===== config.mk =====
export PLATFORM = sky130hd
export DESIGN_NAME = fb_rect_filler
export DESIGN_NICKNAME = d
export VERILOG_FILES = /design/src/rtl/fb_pkg.sv /design/src/rtl/fb_addr_gen.sv /design/src/rtl/fb_rect_filler.sv
export SDC_FILE = /design/constraint.sdc
export NUM_CORES = 1
export LEC_CHECK = 0
export BUFFER_PORTS_ARGS = -buffer_cell sky130_fd_sc_hd__buf_2
export CAP_MARGIN = 10
export CORE_MARGIN = 4
export CORE_UTILIZATION = 50
export DETAILED_ROUTE_END_ITERATION = 12
export GPL_ROUTABILITY_DRIVEN = 0
export PLACE_DENSITY = 0.71
export RECOVER_POWER = 100
export SYNTH_ARGS = -nofsm -noshare
export SYNTH_HDL_FRONTEND = slang
export SYNTH_SLANG_ARGS = --single-unit

===== constraint.sdc =====
create_clock -name clk -period 2.95 [get_ports clk]
set_clock_uncertainty 0.2 [all_clocks]
set_input_delay 0.295 -clock clk [delete_from_list [all_inputs] [get_ports clk]]
set_output_delay 0.295 -clock clk [all_outputs]
set_load 0.005 [all_outputs]

===== src/rtl/fb_pkg.sv =====
// Shared frame-buffer definitions for the rectangle filler and the display scaler.
// Latency: n/a (types and constants only).
// Backpressure: n/a.
// Contents: geometry/width constants, fill FSM state enum, fill command struct.
package fb_pkg;

  localparam int FB_WIDTH  = 320;
  localparam int FB_HEIGHT = 240;
  localparam int ADDR_W    = 17;
  localparam int COLOR_W   = 12;

  typedef enum logic [1:0] {
    IDLE,
    SETUP,
    FILL,
    DONE
  } fb_state_t;

  typedef struct packed {
    logic [8:0]         x;
    logic [7:0]         y;
    logic [8:0]         w;
    logic [7:0]         h;
    logic [COLOR_W-1:0] color;
  } rect_cmd_t;

endpackage


===== src/rtl/fb_addr_gen.sv =====
// Rectangle address walker: row_base/col/row counters and last-pixel detect.
// Latency: addr is combinational from the counters; counters step on the clock after advance.
// Backpressure: counters hold while advance is low, so addr stays stable under a stalled write.
// Ports: clk, reset (async, active-high); load with base/w/h starts a new walk;
//        advance steps one pixel; addr is the current pixel; last flags the final pixel.
module fb_addr_gen
  import fb_pkg::*;
(
  input  logic              clk,
  input  logic              reset,
  input  logic              load,
  input  logic              advance,
  input  logic [ADDR_W-1:0] base,
  input  logic [8:0]        w,
  input  logic [7:0]        h,
  output logic [ADDR_W-1:0] addr,
  output logic              last
);

  localparam logic [ADDR_W-1:0] ROW_STEP = ADDR_W'(FB_WIDTH);

  logic [ADDR_W-1:0] row_base;
  logic [8:0]        col;
  logic [7:0]        row;
  logic [8:0]        w_q;
  logic [7:0]        h_q;
  logic              col_last;
  logic              row_last;

  assign col_last = (col == w_q - 9'd1);
  assign row_last = (row == h_q - 8'd1);
  assign last     = col_last && row_last;
  assign addr     = row_base + {{(ADDR_W-9){1'b0}}, col};

  always_ff @(posedge clk or posedge reset) begin
    if (reset) begin
      row_base <= '0;
      col      <= '0;
      row      <= '0;
      w_q      <= '0;
      h_q      <= '0;
    end else if (load) begin
      row_base <= base;
      col      <= '0;
      row      <= '0;
      w_q      <= w;
      h_q      <= h;
    end else if (advance && !last) begin
      // The final pixel does not step, so addr never runs past the rectangle
      // (and therefore never past the end of the frame buffer).
      if (col_last) begin
        col      <= '0;
        row      <= row + 8'd1;
        row_base <= row_base + ROW_STEP;
      end else begin
        col <= col + 9'd1;
      end
    end
  end

endmodule


===== src/rtl/fb_rect_filler.sv =====
// Solid-colour rectangle filler for the 320x240 12-bit frame buffer write port.
// Latency: command accepted at cycle 0, SETUP at 1, first write at 2, done at 2+w*h.
// Backpressure: cmd_ready only in IDLE; fb_write_ready low freezes addr/data/en.
// Ports: clk, reset (async, active-high); cmd_* valid/ready fill command;
//        fb_write_* pixel write port; busy/done/err status.
// Build option: define RECT_FILL_CLIP_EN to clip rectangles to the screen instead of rejecting them.
module fb_rect_filler
  import fb_pkg::*;
(
  input  logic               clk,
  input  logic               reset,
  input  logic               cmd_valid,
  output logic               cmd_ready,
  input  logic [8:0]         cmd_x,
  input  logic [7:0]         cmd_y,
  input  logic [8:0]         cmd_w,
  input  logic [7:0]         cmd_h,
  input  logic [COLOR_W-1:0] cmd_color,
  output logic [ADDR_W-1:0]  fb_write_addr,
  output logic [COLOR_W-1:0] fb_write_data,
  output logic               fb_write_en,
  input  logic               fb_write_ready,
  output logic               busy,
  output logic               done,
  output logic               err
);

  fb_state_t         state, state_nxt;
  rect_cmd_t         cmd_q;
  logic              err_q;
  logic [ADDR_W-1:0] y_ext;
  logic [ADDR_W-1:0] row_base;
  logic [8:0]        w_eff;
  logic [7:0]        h_eff;
  logic              empty;
  logic              reject;
  logic              load;
  logic              advance;
  logic              last;

  // y*320 + x without a multiplier: 320 = 256 + 64.
  assign y_ext    = ADDR_W'(cmd_q.y);
  assign row_base = (y_ext << 8) + (y_ext << 6) + ADDR_W'(cmd_q.x);

`ifdef RECT_FILL_CLIP_EN
  logic [8:0] room_x;
  logic [7:0] room_y;
  logic       off_screen;

  always_comb begin
    room_x     = 9'(FB_WIDTH) - cmd_q.x;
    room_y     = 8'(FB_HEIGHT) - cmd_q.y;
    off_screen = (cmd_q.x >= 9'(FB_WIDTH)) || (cmd_q.y >= 8'(FB_HEIGHT));
    w_eff      = (cmd_q.w > room_x) ? room_x : cmd_q.w;
    h_eff      = (cmd_q.h > room_y) ? room_y : cmd_q.h;
    // room_x/room_y wrap when off screen; off_screen masks that case.
    empty      = off_screen || (w_eff == 9'd0) || (h_eff == 8'd0);
    reject     = 1'b0;
  end
`else
  logic [9:0] x_end;
  logic [8:0] y_end;

  always_comb begin
    x_end  = {1'b0, cmd_q.x} + {1'b0, cmd_q.w};
    y_end  = {1'b0, cmd_q.y} + {1'b0, cmd_q.h};
    w_eff  = cmd_q.w;
    h_eff  = cmd_q.h;
    // An empty rectangle completes cleanly even if its origin is off screen.
    empty  = (cmd_q.w == 9'd0) || (cmd_q.h == 8'd0);
    reject = !empty && ((x_end > 10'(FB_WIDTH)) || (y_end > 9'(FB_HEIGHT)));
  end
`endif

  always_ff @(posedge clk or posedge reset) begin
    if (reset) begin
      state <= IDLE;
      cmd_q <= '0;
      err_q <= 1'b0;
    end else begin
      state <= state_nxt;
      if (state == IDLE && cmd_valid) begin
        cmd_q <= '{x: cmd_x, y: cmd_y, w: cmd_w, h: cmd_h, color: cmd_color};
      end
      if (state == SETUP) begin
        err_q <= reject;
      end
    end
  end

  always_comb begin
    state_nxt   = state;
    cmd_ready   = 1'b0;
    busy        = 1'b1;
    done        = 1'b0;
    err         = 1'b0;
    fb_write_en = 1'b0;
    case (state)
      IDLE: begin
        cmd_ready = 1'b1;
        busy      = 1'b0;
        if (cmd_valid) state_nxt = SETUP;
      end
      SETUP: begin
        state_nxt = (empty || reject) ? DONE : FILL;
      end
      FILL: begin
        fb_write_en = 1'b1;
        if (fb_write_ready && last) state_nxt = DONE;
      end
      DONE: begin
        done      = 1'b1;
        err       = err_q;
        state_nxt = IDLE;
      end
      default: state_nxt = IDLE;
    endcase
  end

  assign load          = (state == SETUP);
  assign advance       = fb_write_en && fb_write_ready;
  assign fb_write_data = cmd_q.color;

  fb_addr_gen u_addr_gen (
    .clk     (clk),
    .reset   (reset),
    .load    (load),
    .advance (advance),
    .base    (row_base),
    .w       (w_eff),
    .h       (h_eff),
    .addr    (fb_write_addr),
    .last    (last)
  );

endmodule


# [After elaboration in Yosys (flattened, before gate mapping)]
# Index checks and enable logic that the tools add are counted.
# Widths: inputs -> output; s select.
[word_totals] out_inout_bits=34 reg_bits=100
[classes] addsub=10 eq_ne=7 n_lt_le_gt_ge=2 mux=18 n_reduce_logical=18
[ops] op="$mux 17" n=3
[ops] op="$add 17x9->17" n=2
[ops] op="$mux 9" n=3
[ops] op="$mux 8" n=3
[ops] op="$add 16x14->17" n=1
[ops] op="$add 17x9->17 const B" n=1
[ops] op="$add 9x9->10" n=1
[ops] op="$gt 10x9->1 const B" n=1
[ops] op="$add 8x8->9" n=1
[ops] op="$add 9x1->9 const B" n=1
[ops] op="$eq 9x9->1" n=1
[ops] op="$gt 9x8->1 const B" n=1
[ops] op="$logic_not 9->1" n=1
[ops] op="$sub 9x1->9 const B" n=1
[ops] op="$add 8x1->8 const B" n=1
[ops] op="$eq 8x8->1" n=1
[ops] op="$logic_not 8->1" n=1
[ops] op="$pmux 2 s4" n=1
[ops] op="$sub 8x1->8 const B" n=1
[ops] op="$logic_and 1x1->1" n=6
[ops] op="$mux 1" n=6
[ops] op="$eq 2x2->1 const B" n=2
[ops] op="$mux 2" n=2
[ops] op="$ne 2x2->1 const B" n=2
[ops] op="6 further kinds" n=11

# [Depth between registers and ports, before layout]
[logic_depth] depth_word=7 mapped_depth=12 mapped_depth_nobuf=11

# [By module]
# Synthesis repeated with hierarchy kept, for this count alone.
[hier_totals] cells_unflattened=681 hier_area_um2=6744.0
[by_module_without_submodules] module="fb_addr_gen" area_per_inst_um2=3523.4 seq_area_each_um2=1276.2 n_inst=1 cells_per_inst=387
[by_module_without_submodules] module="fb_rect_filler" area_per_inst_um2=3220.6 seq_area_each_um2=1226.2 n_inst=1 cells_per_inst=294

# [Worst setup path after synthesis]
# OpenSTA, ideal clock, no wires.
[synth_path] path_kind="register to register" start="register cmd_q[29] (netlist name)" end="register u_addr_gen.row_base[16]" n_path_buf=0 stages_incl_launch_ff=11 arrival_ns=2.480 setup_time_ns=0.132 path_slack_ns=0.138 required_time_ns=2.618 cell_sequence="dfrtp_1 -> fa_1 -> ha_1 -> a21o_1 -> a21oi_1 -> nor2b_1 -> o21a_1 -> o41ai_1 -> nor2b_1 -> o211ai_1 -> o21ai_1"
[synth_via] elab_chain_len=3
[synth_rtl] element="from (decl)" line="fb_rect_filler.sv:29" source="rect_cmd_t cmd_q;"
[synth_rtl] element="from (signal assigned)" line="fb_rect_filler.sv:83" source="cmd_q <= '{x: cmd_x, y: cmd_y, w: cmd_w, h: cmd_h, color: cmd_color};"
[synth_rtl] element="$add 16x14->17" line="fb_rect_filler.sv:43" source="assign row_base = (y_ext << 8) + (y_ext << 6) + ADDR_W'(cmd_q.x);"
[synth_rtl] element="$add 17x9->17" line="fb_rect_filler.sv:43"
[synth_rtl] element="$mux 17" line="fb_addr_gen.sv:42" source="end else if (load) begin"
[synth_rtl] element="to (signal assigned)" line="fb_addr_gen.sv:43" source="row_base <= base;"
[synth_rtl] element="to (signal assigned)" line="fb_addr_gen.sv:54" source="row_base <= row_base + ROW_STEP;"
[synth_rtl] element="to (decl)" line="fb_addr_gen.sv:22" source="logic [ADDR_W-1:0] row_base;"
# Every way passes these cells.
# A chain may end at the register's enable or synchronous reset.

# [Final worst setup path]
[layout_path] start="register u_addr_gen.col[0]" end="output fb_write_addr[16]"
[layout_via] elab_chain_len=1
[layout_rtl] element="from (decl)" line="fb_addr_gen.sv:23" source="logic [8:0] col;"
[layout_rtl] element="from (signal assigned)" line="fb_addr_gen.sv:56" source="col <= col + 9'd1;"
[layout_rtl] element="$add 17x9->17" line="fb_addr_gen.sv:33" source="assign addr = row_base + {{(ADDR_W-9){1'b0}}, col};"
[layout_rtl] element="to (decl)" line="fb_rect_filler.sv:19" source="output logic [ADDR_W-1:0] fb_write_addr,"
# Every way passes these cells.

==> results.json <==
{
  "hold_violations": 0,
  "use_met2_pct": 39.2,
  "r2r_slack_ns": 0.04,
  "post-route-util_pct": 67.9,
  "start_kind": "flop",
  "wire_per_inst_um": 16.6,
  "end_kind": "primary output",
  "crit_type": "flop to primary output",
  "h-tree-depth": 3,
  "use_met3_pct": 3.48,
  "synth.distinct_cells": 57,
  "slew_violations": 0,
  "path_depth": 13,
  "synth_top_area_cell": "dfrtp_1",
  "worst-path-max-fanout": 4,
  "areaGrowthSynthToFinish_pct": 32.3,
  "synth_edf_count": 0,
  "yosysWarnings": 0,
  "reg2reg_depth": 12,
  "root_buffer": "clkbuf_16",
  "dp.final_hpwl_um": 11500,
  "rsz0062_at_grt": "yes",
  "fin_ws_ns": -0.294,
  "ir_worst_vdd_uv": 621,
  "rows": 41,
  "grtUsageMet1_pct": 29.3,
  "hp-class": "primary input to flop",
  "final_cell_area_um2": 8600,
  "swShare_pct": 42.1,
  "cp.arrival_ns": 2.75,
  "fin_total_pwr_mw": 10.1,
  "die_h_um": 122,
  "io_buffers": 83,
  "synth.most_common_cell": "dfrtp_1",
  "violations": "setup timing",
  "grt_pass1_wl_um": 27100,
  "clk_pin_slew_ns": 0.06,
  "switchingPower_mw": 4.27,
  "yosysSeqAreaShare_pct": 38.5,
  "dr.pass1.iters": 4,
  "cp_cell_sequence": "ha_2, inv_2, fa_2, nor2b_2, o21ai_2, a21boi_2, o21ai_2, a21oi_1, buf_4, a41oi_4, nor3_2, xor2_1, buf_2",
  "ant_nets": 0,
  "cts.sinks": 100,
  "synth_top_area_share_pct": 38.5,
  "grt_busiest_layer": "met2",
  "grt_max_degree": 68,
  "place_area_um2": 7410,
  "worst_pin_slew_ns": 1.20,
  "p_leak_nw": 3.94,
  "die_w_um": 122,
  "pwr-share-comb_pct": 61.9,
  "min_from": "cmd_w[8]",
  "synth_nets": 736,
  "crit_buf_inv": 3,
  "min_period_ns": 3.24,
  "fmax_mhz": 308,
  "grt_pass1_vias": 5575,
  "grtUsageTotal_pct": 23.0,
  "clkPwrFrac_pct": 11.9,
  "cp_slowest_stage_delay_ns": 0.36,
  "powerDensity_nw_per_um2": 1180,
  "power_frac_seq_pct": 26.1,
  "dieArea_um2": 14900,
  "drive_above_1_share_pct": 34.8,
  "final-setup-viol-count": 6,
  "drc": 0,
  "r2r_end": "u_addr_gen.row_base[16]",
  "antenna_cells": 0,
  "min_path_cells": 2,
  "post-place-ws_ns": -0.200,
  "synthArstFlopShare_pct": 100,
  "period_share_pct": 110,
  "synth_common_cells": "dfrtp_1 (100), mux2_2 (65), ha_1 (50)",
  "clock_path_buffers": 2,
  "overflow": 0,
  "grt_antenna_before_repair": 0,
  "start_util_pct": 51.3,
  "postSynthAreaPerCell_um2": 10.3,
  "status": "finished, violations left",
  "cts_tree": "yes",
  "fill_cells": 937,
  "slew_headroom_pct": 20.1,
  "syn-cell-area_um2": 6500,
  "cts_inserted_buffers": 9,
  "via_per_inst": 5.46,
  "nets": 922,
  "worstReg2RegStart": "cmd_q[29]",
  "max_cap_viol_count": 0,
  "critical_path_required_ns": 2.46,
  "cp_common_cell": "o21ai_2",
  "ys_ff_latch": 100,
  "insertion_delay_ns": 0.35,
  "whs_endpoint": "w_eff[8]",
  "synth_cells": 631,
  "synth_flop_cell": "dfrtp_1",
  "p_int_mw": 5.87,
  "wl_um": 16500,
  "first_iter_violations": 216,
  "cp_slowest_cell": "dfrtp_1",
  "num_vias": 5426,
  "yosys-top-cells-area": "dfrtp_1 (39%), mux2_2 (11%), ha_1 (9.6%)",
  "io_pins": 84,
  "core_area_um2": 12700,
  "crit_family": "compound AO/OA/AOI/OAI gates"
}
cell type report:
class / count / area [um^2] / area share (%)
Sequential cell: 100 / 2500 / 29.1
Tap cell: 172 / 215 / 2.50
Inverter: 24 / 91.3 / 1.06
Timing Repair Buffer: 205 / 1470 / 17.0
Clock buffer: 11 / 253 / 2.94
Clock inverter: 5 / 50.0 / 0.582
Multi-Input combinational cell: 477 / 4020 / 46.8
power groups by stage:
stage | clock network (mW) | registers [mW] | logic, mW
2_1_floorplan | 0 | 2.45 | 4.07
3_3_place_gp | 0 | 2.59 | 5.31
3_5_place_dp | 0 | 2.63 | 5.56
4_1_cts | 1.23 | 2.62 | 5.86
5_1_grt | 1.29 | 2.73 | 6.96
6_report | 1.21 | 2.65 | 6.28
how the worst max path moves through the flow:
stage | slack, ns | endpoint | start
floorplan | 0.14 | u_addr_gen.row_base[16] | cmd_q[29]
global placement | -0.08 | fb_write_addr[16] | u_addr_gen.col[0]
detailed placement | -0.20 | fb_write_addr[16] | u_addr_gen.col[0]
CTS | -0.27 | fb_write_addr[16] | u_addr_gen.col[0]
global route | -0.47 | fb_write_addr[16] | u_addr_gen.col[0]
finish | -0.29 | fb_write_addr[16] | u_addr_gen.col[0]
layout by cell type (no fill, tap or decap), types with 8 or more instances in the layout:
master         netlist  layout
dfrtp_1            100     100
buf_2                0      71
buf_4               13      67
mux2_2              65      64
dlygate4sd3_1        0      46
ha_1                50      45
nand2_1             39      37
xor2_1              38      37
xnor2_1             33      32
nor2_1              34      30
inv_1               24      20
o21ai_1             16      19
o21ai_0             25      18
nor3_1              14      13
nand3_1             13      13
nand4_1             12      12
clkbuf_1            17      12
a21oi_1             18      11
a21o_1               9       9
clkbuf_16            0       9
and2_1               8       8
nor2b_1             11       8
logic make-up after synthesis:
logic type | Yosys count | share of synthesized area [%]
and+or+nand+nor | 168 | 13.4
AOI/OAI and AO/OA | 116 | 11.9
DFF | 100 | 38.5
xor gates and xnor gates | 71 | 9.57
muxes | 67 | 11.6
adders and majority gates | 55 | 11.2
buffers and inverters | 54 | 3.87
stage by stage:
step                      setup TNS (ns)  hold slack [ns]  instances
after detailed placement           -1.03            0.190        911
after floorplan                        0            0.244        631
final                              -1.19          0.00961        994
after global routing               -2.90           0.0153        994
after global placement            -0.151            0.174        911
after CTS                          -1.46          0.00572        989
registers in the layout, summed over array words and instances (netlist names):
| name | cells |
|---|---|
| w_eff | 9 |
| h_eff | 8 |
| state | 2 |
| cmd_q | 17 |
| err_q | 1 |
| u_addr_gen.row | 8 |
| u_addr_gen.col | 9 |
| fb_write_data | 12 |
| u_addr_gen.row_base | 17 |
| u_addr_gen.w_q | 9 |
| u_addr_gen.h_q | 8 |
routing by layer:
layer	vias to the layer above	wire (um)
met1	2652	7040
met5	-	0
met2	124	8480
met4	0	340
li1	2625	-
met3	25	655
timing repair:
action                                  4_1_cts  5_1_grt
pin swaps                                    11       28
setup buffers                                16       13
endpoints found under the setup margin       17       40
endpoints found under the hold margin        68        0
resized for setup                            23       51
hold buffers                                 46        0
No activity file was read; power rests on OpenSTA's default activity.
